### config.mk
export PLATFORM = sky130hd
export DESIGN_NAME = axi4lite_init_sequencer
export DESIGN_NICKNAME = d
export VERILOG_FILES = /design/src/rtl/axi4lite_init_sequencer.sv
export SDC_FILE = /design/constraint.sdc
export NUM_CORES = 1
export LEC_CHECK = 0
export BUFFER_PORTS_ARGS = -buffer_cell sky130_fd_sc_hd__buf_2
export CAP_MARGIN = 20
export CELL_PAD_IN_SITES_DETAIL_PLACEMENT = 0
export CELL_PAD_IN_SITES_GLOBAL_PLACEMENT = 1
export CORE_MARGIN = 8
export CORE_UTILIZATION = 35
export DETAILED_ROUTE_END_ITERATION = 10
export PLACE_DENSITY = 0.7
export SLEW_MARGIN = 20
export SYNTH_ARGS = -nofsm -noshare
export SYNTH_HDL_FRONTEND = slang
export SYNTH_SLANG_ARGS = --single-unit
### constraint.sdc
create_clock -name aclk -period 6.2 [get_ports aclk]
set_input_delay 0.62 -clock aclk [delete_from_list [all_inputs] [get_ports aclk]]
set_output_delay 0.62 -clock aclk [all_outputs]
set_load 0.01 [all_outputs]
### src/rtl/axi4lite_init_sequencer.sv
// Table-driven AXI4-Lite register initialiser: walks a registered ROM of
// write/delay entries from index 0, issuing one write per entry or waiting.
module axi4lite_init_sequencer #(
  parameter int TBL_AW = 6
) (
  input  logic              aclk,
  input  logic              aresetn,
  input  logic              start,
  output logic              busy,
  output logic              done,
  output logic              error,
  output logic [TBL_AW-1:0] err_index,
  output logic [TBL_AW-1:0] tbl_addr,
  input  logic [47:0]       tbl_data,
  output logic              m_awvalid,
  input  logic              m_awready,
  output logic [11:0]       m_awaddr,
  output logic              m_wvalid,
  input  logic              m_wready,
  output logic [31:0]       m_wdata,
  output logic [3:0]        m_wstrb,
  input  logic              m_bvalid,
  output logic              m_bready,
  input  logic [1:0]        m_bresp
);

  typedef enum logic [2:0] {IDLE, FETCH, DECODE, WRITE, RESP, DELAY, FINISH} state_t;

  localparam logic [TBL_AW-1:0] IDX_MAX = '1;

  state_t            state;
  logic [TBL_AW-1:0] index;
  logic [31:0]       counter;
  logic              last_q;
  logic              aw_ok, w_ok, advance, adv_end;
  logic              unused_rsvd;

  assign m_wstrb     = 4'hF;
  assign unused_rsvd = ^tbl_data[45:44];

  always_comb begin
    aw_ok   = !m_awvalid || m_awready;
    w_ok    = !m_wvalid  || m_wready;
    advance = ((state == DECODE) && tbl_data[46] && (tbl_data[31:0] == 32'd0))
           || ((state == DELAY)  && (counter == 32'd1))
           || ((state == RESP)   && m_bvalid && (m_bresp == 2'b00));
    // A zero-length delay advances straight out of DECODE, before last_q is loaded.
    adv_end = ((state == DECODE) ? tbl_data[47] : last_q) || (index == IDX_MAX);
  end

  always_ff @(posedge aclk or negedge aresetn) begin
    if (!aresetn) begin
      state     <= IDLE;
      busy      <= 1'b0;
      done      <= 1'b0;
      error     <= 1'b0;
      err_index <= '0;
      tbl_addr  <= '0;
      index     <= '0;
      counter   <= '0;
      last_q    <= 1'b0;
      m_awvalid <= 1'b0;
      m_wvalid  <= 1'b0;
      m_bready  <= 1'b0;
      m_awaddr  <= '0;
      m_wdata   <= '0;
    end else begin
      done <= 1'b0;
      case (state)
        IDLE: begin
          if (start) begin
            index    <= '0;
            tbl_addr <= '0;
            error    <= 1'b0;
            busy     <= 1'b1;
            state    <= FETCH;
          end
        end
        FETCH: state <= DECODE;
        DECODE: begin
          last_q <= tbl_data[47];
          if (!tbl_data[46]) begin
            m_awaddr  <= tbl_data[43:32];
            m_wdata   <= tbl_data[31:0];
            m_awvalid <= 1'b1;
            m_wvalid  <= 1'b1;
            state     <= WRITE;
          end else if (tbl_data[31:0] != 32'd0) begin
            counter <= tbl_data[31:0];
            state   <= DELAY;
          end
        end
        WRITE: begin
          if (m_awready) m_awvalid <= 1'b0;
          if (m_wready)  m_wvalid  <= 1'b0;
          if (aw_ok && w_ok) begin
            m_bready <= 1'b1;
            state    <= RESP;
          end
        end
        RESP: begin
          if (m_bvalid) begin
            m_bready <= 1'b0;
            if (m_bresp != 2'b00) begin
              error     <= 1'b1;
              err_index <= index;
              done      <= 1'b1;
              state     <= FINISH;
            end
          end
        end
        DELAY: counter <= counter - 32'd1;
        FINISH: begin
          busy  <= 1'b0;
          state <= IDLE;
        end
        default: state <= IDLE;
      endcase

      // Shared advance step for write completion, delay expiry and zero-length delays.
      if (advance) begin
        if (adv_end) begin
          done  <= 1'b1;
          state <= FINISH;
        end else begin
          index    <= index + 1'b1;
          tbl_addr <= index + 1'b1;
          state    <= FETCH;
        end
      end
    end
  end

endmodule

# [Word-level counts from Yosys, hierarchy flattened]
# Index checks and enable logic that the tools add are counted.
[word_totals] reg_bits=104 output_inout_bits=66 word_cells=112 input_bits=56
[op_classes] n_reduce_logical=32 muxes=40 n_addsub=2 bitwise=1 n_eq_ne=23
[op_table] operator="32-bit two-way mux" count=2
[op_table] operator="32-bit one-hot mux with 2 select lines" count=1
[op_table] operator="6-bit two-way mux" count=8
[op_table] operator="32-bit by 1-bit equality test with 1-bit output, second input constant" count=1
[op_table] operator="32-bit zero test" count=1
[op_table] operator="32-bit nonzero test" count=1
[op_table] operator="32-bit by 1-bit subtractor with 32-bit output, second input constant" count=1
[op_table] operator="3-bit two-way mux" count=8
[op_table] operator="3-bit one-hot mux with 6 select lines" count=1
[op_table] operator="2-bit != test, second input constant" count=8
[op_table] operator="1-bit two-way mux" count=15
[op_table] operator="3-bit AND reduction" count=5
[op_table] operator="2-bit nonzero test" count=6
[op_table] operator="1-bit one-hot mux with 2 select lines" count=5
[op_table] operator="3-bit equality test, second input constant" count=3
[op_table] operator="3-bit != test, second input constant" count=3
[op_table] operator="6-bit by 1-bit adder with 6-bit output, second input constant" count=1
[op_table] operator="3-bit by 2-bit equality test with 1-bit output, second input constant" count=2
[op_table] operator="6-bit equality test, second input constant" count=1
[op_table] operator="1-bit logical AND" count=6
[op_table] operator="6-bit AND reduction" count=1
[op_table] operator="1-bit logical OR" count=5
[op_table] operator="2-bit by 1-bit != test with 1-bit output, second input constant" count=2
[op_table] operator="4-bit by 3-bit != test with 1-bit output, second input constant" count=1
[op_table] operator="other kinds (8)" count=10

# [Longest topological paths before layout]
[logic_depth] word_depth=7 mapped_depth=9 ltp_nobuf=8

# [Least setup slack after synthesis]
# No wires, ideal clock.
[synth_path] kind="flip-flop to flip-flop" from="register counter[13]" to="register counter[20]" required_time_ns=6.079 setup_slack_ns=4.081 setup_time_ns=0.121 n_path_buf=0 stages_incl_launch_ff=7 t_arrival_ns=1.998 synth_period_minus_slack_ns=2.119 path_cell_list="dfrtp_1 -> or4_4 -> or4_1 -> or3_4 -> nand2_1 -> nand2_1 -> a22o_1"
[synth_via] elab_chain_cells=2
[synth_lines] item="from (decl)" line="33" text="logic [31:0] counter;"
[synth_lines] item="from (signal assigned)" line="89" text="counter <= tbl_data[31:0];"
[synth_lines] item="from (signal assigned)" line="112" text="DELAY: counter <= counter - 32'd1;"
[synth_lines] item="32-bit by 1-bit subtractor with 32-bit output" line="112"
[synth_lines] item="32-bit one-hot mux with 2 select lines" line="69" text="case (state)"
# Every way passes these cells.
# A chain may end at the register's enable or synchronous reset.

# [Worst setup path in the final report]
[layout_path] from="input port tbl_data[14]" to="register counter[7]"
[layout_via] elab_chain_cells=3
[layout_lines] item="from (decl)" line="14" text="input logic [47:0] tbl_data,"
[layout_lines] item="32-bit nonzero test" line="88" text="end else if (tbl_data[31:0] != 32'd0) begin"
[layout_lines] item="2-bit by 1-bit != test with 1-bit output (no line)"
[layout_lines] item="3-bit AND reduction (no line)"
# Every way passes these cells.

==> out/metrics.csv <==
stage,metric,value,unit
sta,rsz0062_at_grt,false,
floorplan,die_h,135.7,um
drt,drt_wl_total,13.42,mm
power_and_ir_drop,combPwrFrac,0.371,
drt,drc,0,
layout,nets,640,
synth,synth_area_leaders,"dfrtp_1 (52%), mux2_2 (12%), a21oi_1 (3.3%)",
synth,ys.flop_type,dfrtp_1,
floorplan,dieWidth,135.7,um
sta,slew_headroom,0.4173,
placed_design,dp_cells,749,
drt,routed_via_density,5.385,
global_routing,antenna_found_initial,0,
synth,yosysWarnings,0,
synth,synth_area,0.005012,sq mm
floorplan,io_pins,122,
setup_path,slowest_delay,0.65,ns
layout,fin_cells,766,
clocking,cts_sinks,104,
floorplan,start_util,0.3597,
synth,yosysSeqAreaShare,0.5192,
drt,wire_per_inst,17.52,um
run_status,outcome,"complete, no violations",
global_routing,grt_pass1_wl,21.89,mm
global_routing,track_usage,0.1498,
setup_path,slowest_stage,a21o_1,
placed_design,routabilityCongestion,0.7979,
setup_path,cp_data_arrival_time,2.87,ns
global_routing,grt_max_degree,60,
sta,final_max_slew_viol_count,0,
sta,period_minus_slack,2.620,ns
clocking,cts_resized,0,
setup_path,path_buf_inv,1,
power_and_ir_drop,p_total,2856,uW
placed_design,io_buffer_count,115,
power_and_ir_drop,p_int,1793,uW
sta,tns,0,ns
sta,clock_skew,0.009932,ns
drt,dr_total_vias,4125,
layout,areaGrowthSynthToFinish,21.39,%
layout,diodes,0,
power_and_ir_drop,swShare,0.3722,
floorplan,design.die.area,0.01841,sq mm
synth,ys_types,51,
flow_run,max_cap_viol_count,0,
synth,synth.top_cell.area_share,0.5192,
synth,ys_seq_elements,104,
clocking,postCtsHoldBufs,0,
setup_path,crit_chain,"buf_2, nor4_1, nand4_1, o21ai_0, a21o_1, a21oi_1, o22a_1",
floorplan,coreArea,0.01393,sq mm
power_and_ir_drop,peakVddDrop,0.1785,mV
synth,synthTopCellsByCount,"dfrtp_1 (104), mux2_2 (52), nand2_1 (37)",
synth,synth-async-reset-ratio,1.000,
power_and_ir_drop,p_leak,0.002654,uW
clocking,root_buffer,clkbuf_16,
sta,worstMarginPinSlew,0.8668,ns
setup_path,critPathLaunchType,primary input,
power_and_ir_drop,p_per_area,469.4,mW/mm^2
power_and_ir_drop,seqPwrFrac,0.418,
synth,synth_edf_count,0,
sta,fmax,381.7,MHz
layout,utilization,0.4367,
global_routing,grt-ovfl-total,0,
power_and_ir_drop,p_clk_frac,0.211,
clocking,cts_tree,done,
sta,finalCritPeriodShare,0.4225,
clocking,path_clk_slew,0.07,ns
clocking,htree_levels,3,
clocking,clock_latency,0.36,ns
placed_design,dp_hpwl,9.610,mm
synth,yosys.cell_count.top_type,dfrtp_1,
drt,drt_pre_antenna_iters,4,
clocking,cts_buffers,9,
synth,synth_top_area_cell,dfrtp_1,
sta,setup_violations,0,
setup_path,crit_fanout,19,
synth,avgSynthCellArea,10.60,sq um
floorplan,rows,43,
setup_path,path_class,in2reg,
hold_path,min-delay-path-class,in2async,
layout,drive_above_1_share,0.3430,
clocking,clockBufferDepth,2,
global_routing,grt_pass1_vias,4199,
clocking,post_cts_buffers,0,
setup_path,path_delay_family,compound AO/OA/AOI/OAI gates,
setup_path,end_kind,register,
drt,final_antenna_net_count,0,
setup_path,required,6.45,ns
synth,synth_cells,473,
drt,drt-initial-drc-count,199,
power_and_ir_drop,p_sw,1063,uW
sta,finalHoldViolations,0,
==> layer usage <==
metal	vias up	part of all wire	global-route usage
li1	1975	-	-
met1	2056	0.45	0.1859
met2	83	0.49	0.2445
met3	11	0.055	0.04748
met4	0	0.011	0.04195
met5	-	0	0
==> final timing paths <==
check	from	endpoint	slack (ns)	cells after the start
worst max register to register	counter[0]	index[0]	3.63	7
worst min register to register	error	error	0.50	1
min in group aclk	tbl_data[36]	m_awaddr[4]	0.49	2
max in group asynchronous	aresetn	err_index[0]	4.75	2
worst max-delay path	tbl_data[14]	counter[7]	3.58	7
worst min-delay path	aresetn	counter[13]	0.28	1
==> area by class of cell <==
type | count | area [sq um]
Fill cell | 1370 | 7850
Sequential cell | 104 | 2603
Multi-Input combinational cell | 334 | 2271
Timing Repair Buffer | 121 | 630.6
Clock buffer | 10 | 239.0
Tap cell | 180 | 225.2
Clock inverter | 6 | 75.07
Inverter | 11 | 41.29
==> layout by cell type (no fill, tap or decap), types with 8 or more instances in the layout <==
master	n
o21ai_0	29
or3_1	8
nand3_1	9
nor2_1	29
mux2_2	52
nand2_1	37
buf_2	114
clkbuf_16	9
nor3_1	16
nor4_1	10
o22ai_1	10
a21oi_1	32
o2bb2ai_1	12
dfrtp_1	104
inv_1	11
==> sequential cells by signal, summed over array words and instances, names as in the netlist <==
signal and cells:
m_awvalid 1, m_wdata 32, state 3, last_q 1
m_awaddr 12, counter 32, m_wvalid 1, busy 1
err_index 6, m_bready 1, tbl_addr 6, done 1
index 6, error 1
==> power by group through the flow <==
stage                     clock, uW  sequential (uW)  combinational [uW]
final                           603             1190                1060
after global routing            653             1240                1180
after CTS                       622             1190                1080
after detailed placement          0             1200                1080
after global placement            0             1190                1050
after floorplan                   0             1230                 652
==> cell families (layout without fill, tap and decap cells) <==
group | after synthesis | in the layout | share of synthesized area
flops | 104 | 104 | 0.5192
simple gates | 139 | 139 | 0.1435
fa+ha+maj | 3 | 3 | 0.007490
xor+xnor | 4 | 4 | 0.006991
other cells | 1 | 4 | 0.0007482
buf+inv | 38 | 148 | 0.03295
mux | 53 | 53 | 0.1188
compound gates | 131 | 131 | 0.1702
==> metrics by stage <==
stage	hold slack, ns	setup slack, ns	area (sq um)
2_1_floorplan	0.3244	4.081	5024
3_3_place_gp	0.4740	3.188	5756
3_5_place_dp	0.4744	3.167	5756
4_1_cts	0.3109	3.160	6070
5_1_grt	0.3264	3.452	6085
6_report	0.2784	3.580	6085
Power figures use the tool's default switching activity.
